### config.mk
export PLATFORM = sky130hd
export DESIGN_NAME = alu_share_arbiter
export DESIGN_NICKNAME = d
export VERILOG_FILES = /design/src/rtl/alu_share_arbiter_pkg.sv /design/src/rtl/alu_share_arbiter_rr_arb2.sv /design/src/rtl/alu_share_arbiter.sv
export SDC_FILE = /design/constraint.sdc
export NUM_CORES = 1
export LEC_CHECK = 0
export ABC_AREA = 1
export BUFFER_PORTS_ARGS = -buffer_cell sky130_fd_sc_hd__buf_2
export CELL_PAD_IN_SITES_DETAIL_PLACEMENT = 1
export CELL_PAD_IN_SITES_GLOBAL_PLACEMENT = 1
export CORE_MARGIN = 2
export CORE_UTILIZATION = 26
export CTS_CLUSTER_SIZE = 20
export DETAILED_ROUTE_END_ITERATION = 8
export PLACE_DENSITY = 0.78
export SLEW_MARGIN = 5
export SYNTH_ARGS = -nofsm -noshare
export SYNTH_HDL_FRONTEND = slang
export SYNTH_SLANG_ARGS = --single-unit
### constraint.sdc
create_clock -name clk -period 2.3 [get_ports clk]
set_input_delay 0.23 -clock clk [delete_from_list [all_inputs] [get_ports clk]]
set_output_delay 0.23 -clock clk [all_outputs]
set_load 0.005 [all_outputs]
### src/rtl/alu_share_arbiter_pkg.sv
// Shared ALU definitions: operand/opcode widths, opcode encodings, and the
// legality check used by the arbiter to decide whether a request reaches the ALU.
package alu_share_arbiter_pkg;

   localparam int ALU_WIDTH = 32;
   localparam int ALU_OPW   = 4;

   localparam logic [ALU_OPW-1:0] ALU_AND  = 4'h0;
   localparam logic [ALU_OPW-1:0] ALU_OR   = 4'h1;
   localparam logic [ALU_OPW-1:0] ALU_ADD  = 4'h2;
   localparam logic [ALU_OPW-1:0] ALU_XOR  = 4'h3;
   localparam logic [ALU_OPW-1:0] ALU_SLL  = 4'h4;
   localparam logic [ALU_OPW-1:0] ALU_SRL  = 4'h5;
   localparam logic [ALU_OPW-1:0] ALU_SUB  = 4'h6;
   localparam logic [ALU_OPW-1:0] ALU_SLTU = 4'h7;
   localparam logic [ALU_OPW-1:0] ALU_SLT  = 4'h8;
   localparam logic [ALU_OPW-1:0] ALU_SRA  = 4'h9;

   // Legal opcodes are a dense range starting at zero.
   function automatic logic alu_op_legal(input logic [ALU_OPW-1:0] op);
      return (op <= ALU_SRA);
   endfunction

endpackage

### src/rtl/alu_share_arbiter_rr_arb2.sv
// Two-way round-robin arbiter.
// Ports: clk, rst (async, active high), elig[1:0] requester eligibility,
//        grant[1:0] combinational one-hot (or zero) grant.
//
// last_q | meaning
// -------+--------------------------------------------------
//   0    | requester 0 granted most recently -> 1 wins a tie
//   1    | requester 1 granted most recently -> 0 wins a tie (reset)
module alu_share_arbiter_rr_arb2 (
   input  logic       clk,
   input  logic       rst,
   input  logic [1:0] elig,
   output logic [1:0] grant
);

   logic last_q;
   logic last_d;

   always_ff @(posedge clk or posedge rst) begin
      if (rst) last_q <= 1'b1;
      else     last_q <= last_d;
   end

   always_comb begin
      grant = 2'b00;
      case (elig)
         2'b01:   grant = 2'b01;
         2'b10:   grant = 2'b10;
         2'b11:   grant = last_q ? 2'b01 : 2'b10;
         default: grant = 2'b00;
      endcase
   end

   // History only moves when someone is actually granted.
   always_comb begin
      last_d = last_q;
      if (grant[0])      last_d = 1'b0;
      else if (grant[1]) last_d = 1'b1;
   end

endmodule

### src/rtl/alu_share_arbiter.sv
// Shares one combinational ALU between two requesters. Round-robin grant,
// operand mux toward the ALU, and one registered response slot per requester.
// Ports:
//   req_valid/req_ready       request handshake, bit i = requester i
//   req_op0/1, req_a0/1, req_b0/1  request fields
//   resp_valid/resp_ready     response handshake per slot
//   resp_out0/1, resp_zero, resp_err  registered result, zero flag, illegal-op flag
//   alu_op/alu_ina/alu_inb    drive to the shared ALU; alu_out/alu_zero back from it
module alu_share_arbiter
   import alu_share_arbiter_pkg::*;
#(
   parameter int WIDTH = ALU_WIDTH,
   parameter int OPW   = ALU_OPW
) (
   input  logic             clk,
   input  logic             rst,
   input  logic [1:0]       req_valid,
   output logic [1:0]       req_ready,
   input  logic [OPW-1:0]   req_op0,
   input  logic [OPW-1:0]   req_op1,
   input  logic [WIDTH-1:0] req_a0,
   input  logic [WIDTH-1:0] req_a1,
   input  logic [WIDTH-1:0] req_b0,
   input  logic [WIDTH-1:0] req_b1,
   output logic [1:0]       resp_valid,
   input  logic [1:0]       resp_ready,
   output logic [WIDTH-1:0] resp_out0,
   output logic [WIDTH-1:0] resp_out1,
   output logic [1:0]       resp_zero,
   output logic [1:0]       resp_err,
   output logic [OPW-1:0]   alu_op,
   output logic [WIDTH-1:0] alu_ina,
   output logic [WIDTH-1:0] alu_inb,
   input  logic [WIDTH-1:0] alu_out,
   input  logic             alu_zero
);

   logic [1:0]       free;
   logic [1:0]       elig;
   logic [1:0]       grant;
   logic [OPW-1:0]   sel_op;
   logic [WIDTH-1:0] sel_a;
   logic [WIDTH-1:0] sel_b;
   logic             sel_legal;

   logic [1:0]       valid_q, valid_d;
   logic [1:0]       zero_q,  zero_d;
   logic [1:0]       err_q,   err_d;
   logic [WIDTH-1:0] out_q [2];
   logic [WIDTH-1:0] out_d [2];

   // A slot being drained this cycle can take a new result in the same cycle.
   assign free = ~valid_q | resp_ready;
   assign elig = req_valid & free;

   alu_share_arbiter_rr_arb2 u_arb (
      .clk   (clk),
      .rst   (rst),
      .elig  (elig),
      .grant (grant)
   );

   assign req_ready = grant;

   always_comb begin
      sel_op    = grant[1] ? req_op1 : req_op0;
      sel_a     = grant[1] ? req_a1  : req_a0;
      sel_b     = grant[1] ? req_b1  : req_b0;
      sel_legal = alu_op_legal(sel_op);
   end

   // Idle or illegal requests park the ALU on add 0+0 so it always decodes.
   always_comb begin
      alu_op  = OPW'(ALU_ADD);
      alu_ina = '0;
      alu_inb = '0;
      if ((|grant) && sel_legal) begin
         alu_op  = sel_op;
         alu_ina = sel_a;
         alu_inb = sel_b;
      end
   end

   always_comb begin
      valid_d = valid_q;
      zero_d  = zero_q;
      err_d   = err_q;
      for (int i = 0; i < 2; i++) out_d[i] = out_q[i];
      for (int i = 0; i < 2; i++) begin
         if (grant[i]) begin
            valid_d[i] = 1'b1;
            if (sel_legal) begin
               out_d[i]  = alu_out;
               zero_d[i] = alu_zero;
               err_d[i]  = 1'b0;
            end else begin
               out_d[i]  = '0;
               zero_d[i] = 1'b1;
               err_d[i]  = 1'b1;
            end
         end else if (resp_ready[i]) begin
            valid_d[i] = 1'b0;
         end
      end
   end

   always_ff @(posedge clk or posedge rst) begin
      if (rst) begin
         valid_q <= '0;
         zero_q  <= '0;
         err_q   <= '0;
         for (int i = 0; i < 2; i++) out_q[i] <= '0;
      end else begin
         valid_q <= valid_d;
         zero_q  <= zero_d;
         err_q   <= err_d;
         for (int i = 0; i < 2; i++) out_q[i] <= out_d[i];
      end
   end

   assign resp_valid = valid_q;
   assign resp_zero  = zero_q;
   assign resp_err   = err_q;
   assign resp_out0  = out_q[0];
   assign resp_out1  = out_q[1];

endmodule

[Word-level counts from Yosys, hierarchy flattened]
Index checks and enable logic that the tools add are counted.
Storage, ports and cells
  register bits: 71
  latch bits: 0
  RAM bits: 0
  bits in read-only memories: 0
  output and inout port bits: 140
  memories kept: 0
Operators by class
  add/subtract/negate cells: 0
  $mul: 0
  divide/modulo/power cells: 0
  $lt $le $gt $ge: 1
  equality and inequality tests: 3
  shift-type cells: 0
  muxes and demuxes: 17
  bitwise gates (word level): 3
  reductions and logical operators: 5
Operator list (count)
  $mux W32: 5
  $mux W1: 8
  $mux W4: 2
  $pmux W2 S3: 1
  $reduce_bool A2 Y1: 3
  $eq A2 B2 Y1 const B: 2
  $le A4 B4 Y1 const B: 1
  $and A2 B2 Y2: 1
  $eq A2 B1 Y1 const B: 1
  $mux W2: 1
  $not A2 Y2: 1
  $or A2 B2 Y2: 1
  $reduce_or A2 Y1: 1
  $logic_and A1 B1 Y1: 1

[Longest topological paths before layout]
Gate-level depths: netlist of the first run.
  depth after elaboration: 9
  gate-level depth with buffers: 12
  depth with buffers taken out: 11

[Modules after synthesis]
Synthesis of the first run repeated with hierarchy kept, for this count alone.
Second synthesis, totals
  cells, all modules: 483
  area, all modules: 3996.3 µm²
Modules (own cells, without submodules)
  alu_share_arbiter: times used 1, cells an instance 471, area each 3927.5 µm², sequential area each 1751.7 µm²
  alu_share_arbiter_rr_arb2: times used 1, cells an instance 12, area each 68.8 µm², sequential area each 26.3 µm²

[Worst setup path after synthesis of the first run]
Ideal clock, no wire load.
  kind: register to output
  from: reg u_arb.last_q
  to: out alu_ina[0]
  data arrival time: 1433 ps
  required time: 2070 ps
  path slack: 637 ps
  stages on the path, launching flop included: 11
  buffers on the path: 2
  cell sequence: dfstp_2 -> nand3_2 -> nand2_2 -> nand2_1 -> nand2_1 -> nand2_1 -> nand2_2 -> nand2_2 -> buf_6 -> buf_6 -> nor2_2
Between the ends
  cells in the longest elaborated chain, start to end: 6
  elaborated cells on any way between the ends: 8
  those cells by class: order compare (1); mux (5); reduce/logical (2)
RTL lines
  from (decl): line alu_share_arbiter_rr_arb2.sv:16  | logic last_q;
  from (signal assigned): line alu_share_arbiter_rr_arb2.sv:21  | else last_q <= last_d;
  $mux W2 *: line alu_share_arbiter_rr_arb2.sv:29  | 2'b11: grant = last_q ? 2'b01 : 2'b10;
  $pmux W2 S3 *: line alu_share_arbiter_rr_arb2.sv:26  | case (elig)
  $mux W4: line alu_share_arbiter.sv:66  | sel_op = grant[1] ? req_op1 : req_op0;
  $le A4 B4 Y1: line alu_share_arbiter_pkg.sv:21  | return (op <= ALU_SRA);
  $logic_and A1 B1 Y1: line alu_share_arbiter.sv:77  | if ((|grant) && sel_legal) begin
  $mux W32 *: line alu_share_arbiter.sv:77
  to (decl): line alu_share_arbiter.sv:32  | output logic [WIDTH-1:0] alu_ina,
Every way passes the cells marked *; elsewhere a longest branch is shown, timed or not.

[Final worst setup path of the first run]
  from: reg u_arb.last_q
  to: out alu_op[1]
Between the ends
  cells in the longest elaborated chain, start to end: 6
  elaborated cells on any way between the ends: 7
  those cells by class: order compare (1); mux (4); reduce/logical (2)
RTL lines
  $mux W2 *: line alu_share_arbiter_rr_arb2.sv:29
  $pmux W2 S3 *: line alu_share_arbiter_rr_arb2.sv:26
  $mux W4: line alu_share_arbiter.sv:66
  $le A4 B4 Y1: line alu_share_arbiter_pkg.sv:21
  $logic_and A1 B1 Y1: line alu_share_arbiter.sv:77
  $mux W4 *: line alu_share_arbiter.sv:77
  to (decl): line alu_share_arbiter.sv:31  | output logic [OPW-1:0] alu_op,
Marked as above.

==> reports/summary.txt, run 1 <==
status -> complete, no violations
Worst-path clk slew -> 60 ps
crit-path max cell delay -> 560 ps
hold wc startpoint -> alu_out[10]
die height -> 134 um
number of max-cap violations -> 0
largest net degree at the start of global routing -> 69
IO Port Bufs -> 314
placed cell area -> 6180 um^2
unrepaired setup endpoints after global routing -> yes
synthesized area -> 4370 um^2
vias after detailed routing -> 5359
endpoints failing setup -> 0
commonest non-fill, non-tap cell in the layout -> nand2_1
vias in the first global route -> 5357
Num CTS Buffers -> 9
Hold Path Class -> in -> reg
GR Util All Layers -> 19.7%
cell mode on critical path -> nand2_2
worst hold slack -> 140 ps
Crit Path Max Fanout -> 34
Ys Warns -> 0
TritonCTS clock tree -> built
FP Rows -> 47
GR met2 Demand/Resource -> 36.9%
Initial Utilization -> 26.4%
PwrDens -> 795 nW/um^2
Comb pwr share -> 38.9%
initial detailed-routing violation count -> 151
GR Layer Usage met1 -> 22.3%
IO Pins -> 315
Routed Antenna Nets -> 0
first-pass GRT wire length -> 28000 um
met3 Usage GRT -> 4.49%
setup TNS -> 0 ps
sequential share of the synthesized area -> 40.7%
hold path depth -> 3
maximum clock frequency -> 445 MHz
crit path DAT -> 2020 ps
Hold EP -> resp_out1[10]
Final Util -> 41.0%
Cells after Synth -> 677
most used routing layer -> met2
Longest Clk Path Bufs -> 2
Worst Path Buf+Inv -> 2
Final min period -> 2250 ps
Vias/cell -> 4.40
initial antenna violation count -> 3
Die W -> 134 um
share of power burned in the clock network -> 28.6%
P_int -> 3.48 mW
Synth Net Count -> 852
worst reg-to-reg path cell count -> 8
critical-path cell list -> nand3_4 > nand2_4 > nand2_1 > nand2_2 > nand2_2 > nand2_8 > buf_12 > nand3_1 > buf_2
fin nets -> 1164
layout cells sized above 1 -> 42.2%
CP endpoint kind -> output pin
layout overhead on the synthesized area -> 55.3%
Clk Latency, worst-skew pair -> 330 ps
Setup crit start kind -> flop
sequential power share -> 32.5%
most frequent cells in the layout -> nand2_1 (337), buf_2 (313), inv_1 (74)
total power -> 5.39 mW
core footprint -> 16500 um^2
switching part of the total power -> 35.5%
clk sink count -> 71
reg-to-reg endpoint -> resp_out0[26]
Total Wirelength -> 18700 um
relative slew slack -> 58.1%
R2R setup slack -> 470 ps
Final Hold Violating Endpoints -> 0
gr ovfl total -> 0
routed len/inst -> 15.4 um
clock skew -> 7.52 ps
Top delay family on crit path -> simple AND/OR/NAND/NOR gates
fin crit share -> 97.7%
Yosys cell types -> 23
post-route cell area -> 6780 um^2
Peak VDD IR -> 0.518 mV
DR pass1 iterations -> 4
H-tree Lvls -> 3
Pleak -> 4.33 nW
Least-Margin Pin Slew -> 627 ps
Seq cells post-synth -> 71
final slew viol count -> 0
Slowest cell on crit path -> dfstp_2
Setup CP Type -> reg -> out
Mean Syn Cell Area -> 6.45 um^2
die area -> 17800 um^2
dpl hpwl -> 13700 um
worst r2r src -> resp_valid[1]
DRC viols -> 0
RePlAce Congestion -> 0.865
Required @ worst endpoint -> 2070 ps
sw power -> 1.91 mW
root buf cell -> clkbuf_16
## tightest hold or removal path, delay by kind of cell
family	cells	cell delay, ps
simple gates	2	120
buf+inv	1	90
## cells by family (layout without fill, tap and decap cells)
kind of cell / Yosys count / after routing / share of synthesized area, %
AND/OR/NAND/NOR: 481 / 483 / 46.2
buffers and inverters: 119 / 434 / 11.9
flip-flops: 71 / 71 / 40.7
AO/OA/AOI/OAI: 5 / 5 / 0.974
multiplexers: 1 / 1 / 0.229
other: 0 / 3 / 0
## state kept, by name, indices dropped and copies added (netlist names)
name          cells
u_arb.last_q      1
resp_zero         2
resp_err          2
resp_out1        32
resp_out0        32
resp_valid        2
## final cells by class
| type | instances | area, um^2 |
|---|---|---|
| flip-flops and latches | 71 | 1780 |
| multi-input cells | 489 | 2170 |
| clock inverters | 5 | 80.1 |
| repair buffers | 340 | 1920 |
| well taps | 220 | 275 |
| inverters | 78 | 298 |
| diodes | 3 | 7.51 |
| clock buffers | 11 | 253 |
| fillers | 2208 | 9740 |
## worst max path at each step
stage / start / end / slack, ps / cells past startpoint
after global routing: u_arb.last_q / alu_inb[11] / -60 / 10
after floorplan: rst / resp_err[0] / 280 / 1
after detailed placement: resp_valid[1] / alu_ina[14] / 290 / 10
after global placement: resp_valid[1] / alu_ina[10] / 350 / 10
final: u_arb.last_q / alu_op[1] / 50 / 9
after CTS: u_arb.last_q / alu_op[1] / -7 / 9
## cell usage after synthesis
cell / instances / area (um^2)
a21boi_4: 1 / 18.8
buf_1: 2 / 7.51
buf_2: 17 / 85.1
buf_4: 2 / 15.0
buf_6: 6 / 67.6
clkbuf_1: 14 / 52.6
clkinv_1: 1 / 3.75
dfrtp_1: 70 / 1750
dfstp_2: 1 / 26.3
inv_1: 75 / 282
inv_2: 2 / 7.51
mux2i_1: 1 / 10.0
nand2_1: 340 / 1280
nand2_2: 5 / 31.3
nand3_1: 66 / 330
nand3_2: 1 / 10.0
nand3b_1: 1 / 7.51
nand4_1: 1 / 6.26
nor2_1: 26 / 97.6
nor2_2: 40 / 250
o21ai_0: 3 / 15.0
o21ai_2: 1 / 8.76
or2_2: 1 / 6.26
## what timing repair did
action / CTS / global route
setup endpoints to repair: 36 / 58
pin swaps: 0 / 4
gates cloned: 0 / 5
hold buffers: 1 / 0
hold endpoints to repair: 2 / 0
resized for setup: 1 / 28
buffers inserted: 0 / 4
## power by group through the flow
stage          logic (mW)  clock network [mW]  registers, mW
4_1_cts              1.98                1.57           1.75
2_1_floorplan       0.982                   0           1.78
5_1_grt              2.35                1.63           1.79
3_3_place_gp         1.93                   0           1.75
6_report             2.10                1.54           1.75
3_5_place_dp         1.97                   0           1.75
## metrics by stage
| step | setup WS [ps] | cells |
|---|---|---|
| detailed placement | 286 | 1188 |
| global placement | 350 | 1188 |
| finish | 52.1 | 1217 |
| floorplan | 275 | 677 |
| CTS | -7.19 | 1205 |
| global route | -56.6 | 1216 |
## layer usage
metal,vias up,part of all wire (%)
met2,177,53
met5,-,0
met1,2532,39
met4,0,1.5
li1,2631,-
met3,19,6.3
Power figures use the tool's default switching activity.
==> run 2, diff against run 1 <==
PLACE_DENSITY = default   (was 0.78)
PLACE_DENSITY_LB_ADDON = 0.1   (was default)
==> run 2 against run 1 <==
Compared with the run above:
- largest cell class unchanged
- non-clock buffer count rose by 4
- flip-flop and latch count is the same
- fmax down 0.48%
- combinational power is 9% higher
- register-to-register slack barely moved
- first-iteration DRC count rose by 50%
- clock skew fell by 0.70 ps
- cell count grew 0.16%
==> reports/summary.txt, run 2 (synthesized netlist as in run 1, its figures left out) <==
status -> complete, no violations (unchanged)
CP endpoint kind -> output pin (unchanged)
layout overhead on the synthesized area -> 60.8% (was 55.3%)
root buf cell -> clkbuf_16 (unchanged)
Worst-path clk slew -> 60 ps (about the same)
number of max-cap violations -> 0 (unchanged)
H-tree Lvls -> 3 (unchanged)
TritonCTS clock tree -> built (unchanged)
Final min period -> 2260 ps (was 2250 ps)
commonest non-fill, non-tap cell in the layout -> nand2_1 (unchanged)
relative slew slack -> 71.9% (was 58.1%)
Register Area -> 1780 um^2 (unchanged)
vias in the first global route -> 5068 (was 5357)
post-route cell area -> 7020 um^2 (was 6780 um^2)
crit-path max cell delay -> 410 ps (was 560 ps)
dpl hpwl -> 14400 um (was 13700 um)
PwrDens -> 751 nW/um^2 (was 795 nW/um^2)
DRC viols -> 0 (unchanged)
Initial Utilization -> 26.4% (unchanged)
clock skew -> 6.81 ps (was 7.52 ps)
initial detailed-routing violation count -> 226 (was 151)
endpoints failing setup -> 0 (unchanged)
final slew viol count -> 0 (unchanged)
gr ovfl total -> 0 (unchanged)
Filler Cell Count -> 2203 (was 2208)
core footprint -> 16500 um^2 (unchanged)
largest net degree at the start of global routing -> 69 (unchanged)
Least-Margin Pin Slew -> 421 ps (was 627 ps)
initial antenna violation count -> 5 (was 3)
Peak VDD IR -> 0.494 mV (was 0.518 mV)
Total Wirelength -> 19800 um (was 18700 um)
Routed Antenna Nets -> 0 (unchanged)
Top delay family on crit path -> compound AO/OA/AOI/OAI gates (was simple AND/OR/NAND/NOR gates)
DP Cell Count -> 1185 (was 1188)
fin nets -> 1168 (was 1164)
switching part of the total power -> 36.8% (was 35.5%)
cell mode on critical path -> nand2_8 (was nand2_2)
DR pass1 iterations -> 4 (unchanged)
Crit Path Max Fanout -> 8 (was 34)
share of power burned in the clock network -> 23.5% (was 28.6%)
routed len/inst -> 16.3 um (was 15.4 um)
sequential power share -> 33.0% (was 32.5%)
FP Rows -> 47 (unchanged)
multi-input logic area -> 2350 um^2 (was 2170 um^2)
placed cell area -> 6200 um^2 (was 6180 um^2)
Required @ worst endpoint -> 2070 ps (about the same)
Setup CP Type -> reg -> out (unchanged)
IO Pins -> 315 (unchanged)
Clk Latency, worst-skew pair -> 330 ps (about the same)
layout cells sized above 1 -> 43.0% (was 42.2%)
Die W -> 134 um (unchanged)
Pleak -> 4.38 nW (was 4.33 nW)
Finished Layout Cells -> 1219 (was 1217)
Longest Clk Path Bufs -> 2 (unchanged)
P_int -> 3.33 mW (was 3.48 mW)
Vias/cell -> 4.38 (was 4.40)
crit path DAT -> 2030 ps (was 2020 ps)
fin crit share -> 98.2% (was 97.7%)
Final Util -> 42.5% (was 41.0%)
die height -> 134 um (unchanged)
Comb pwr share -> 43.5% (was 38.9%)
die area -> 17800 um^2 (unchanged)
unrepaired setup endpoints after global routing -> yes (unchanged)
RePlAce Congestion -> 0.826 (was 0.865)
Worst Path Buf+Inv -> 2 (unchanged)
GR Util All Layers -> 20.2% (was 19.7%)
clk sink count -> 71 (unchanged)
Hold Path Class -> in -> reg (unchanged)
Num CTS Buffers -> 9 (unchanged)
maximum clock frequency -> 443 MHz (was 445 MHz)
critical-path cell list -> a21boi_4 > nand2_8 > o21ai_4 > nand2_8 > nand2_8 > clkbuf_16 > nor2_4 > buf_2 (was nand3_4 > nand2_4 > nand2_1 > nand2_2 > nand2_2 > nand2_8 > buf_12 > nand3_1 > buf_2)
sw power -> 1.94 mW (was 1.91 mW)
Slowest cell on crit path -> dfrtp_1 (was dfstp_2)
most frequent cells in the layout -> nand2_1 (334), buf_2 (313), inv_1 (74) (was nand2_1 (337), buf_2 (313), inv_1 (74))
R2R setup slack -> 470 ps (about the same)
IO Port Bufs -> 314 (unchanged)
Final Hold Violating Endpoints -> 0 (unchanged)
vias after detailed routing -> 5344 (was 5359)
first-pass GRT wire length -> 28500 um (was 28000 um)
Setup crit start kind -> flop (unchanged)
-- run 2: cell count changes in the layout (fill, tap and decap cells not counted), moves of 2 or more --
cell	before	now
nand2_4	1	3
clkbuf_16	12	16
buf_12	3	7
buf_6	8	5
nor2_2	46	25
clkbuf_1	0	4
clkinvlp_4	2	0
nor2_1	20	14
nand2_1	337	334
nor2_4	0	27
bufinv_16	2	0
-- run 2: worst min-delay path, stage by stage --
cell	delay [ps]
buf_2	90
nand3_1	70
nand2_1	50
-- run 2: worst paths after layout --
check / depth (start not counted) / endpoint / start
setup / recovery: 8 / alu_op[0] / resp_valid[1]
hold / removal: 3 / resp_out1[0] / alu_out[0]
setup reg to reg: 8 / resp_out1[26] / resp_valid[1]
hold reg to reg: 2 / resp_out0[26] / resp_out0[26]
max in group asynchronous: 4 / u_arb.last_q / rst
min in group asynchronous: 3 / resp_out0[25] / rst
-- run 2: stage by stage --
stage	hold slack (ps)	total power, mW	setup WS (ps)	setup TNS [ps]
after floorplan	368	2.76	275	0
after global placement	196	3.71	379	0
after detailed placement	192	3.73	349	0
after CTS	131	5.00	-13.3	-27.9
after global routing	141	5.66	-71.8	-1190
final	139	5.27	41.2	0
-- run 2: final cells by class --
| type | count | area share, % |
|---|---|---|
| repair buffers | 344 | 29.2 |
| flip-flops and latches | 71 | 25.3 |
| inverters | 78 | 4.24 |
| diodes | 2 | 0.0713 |
| clock buffers | 14 | 3.62 |
| clock inverters | 1 | 0.0713 |
| multi-input cells | 489 | 33.5 |
| well taps | 220 | 3.92 |
-- run 2: power by group through the flow --
stage	clock network (mW)	logic, mW	registers [mW]
floorplan	0	0.982	1.78
global placement	0	1.96	1.75
detailed placement	0	1.98	1.75
CTS	1.28	1.98	1.74
global route	1.33	2.54	1.78
finish	1.24	2.29	1.74
-- run 2: metal layers --
layer | up-vias | GRT usage (%) | wire (um)
met5 | - | 0 | 27
met2 | 165 | 36.1 | 10200
li1 | 2644 | - | -
met4 | 4 | 6.21 | 358
met1 | 2504 | 24.3 | 8180
met3 | 27 | 4.45 | 1080
-- run 2: timing repair --
action                     CTS  global route
setup endpoints to repair    4            68
gates cloned                 0            10
pin swaps                    0             7
hold endpoints to repair    10             0
resized for setup            0            66
hold buffers                 1             0
setup buffers                0             6
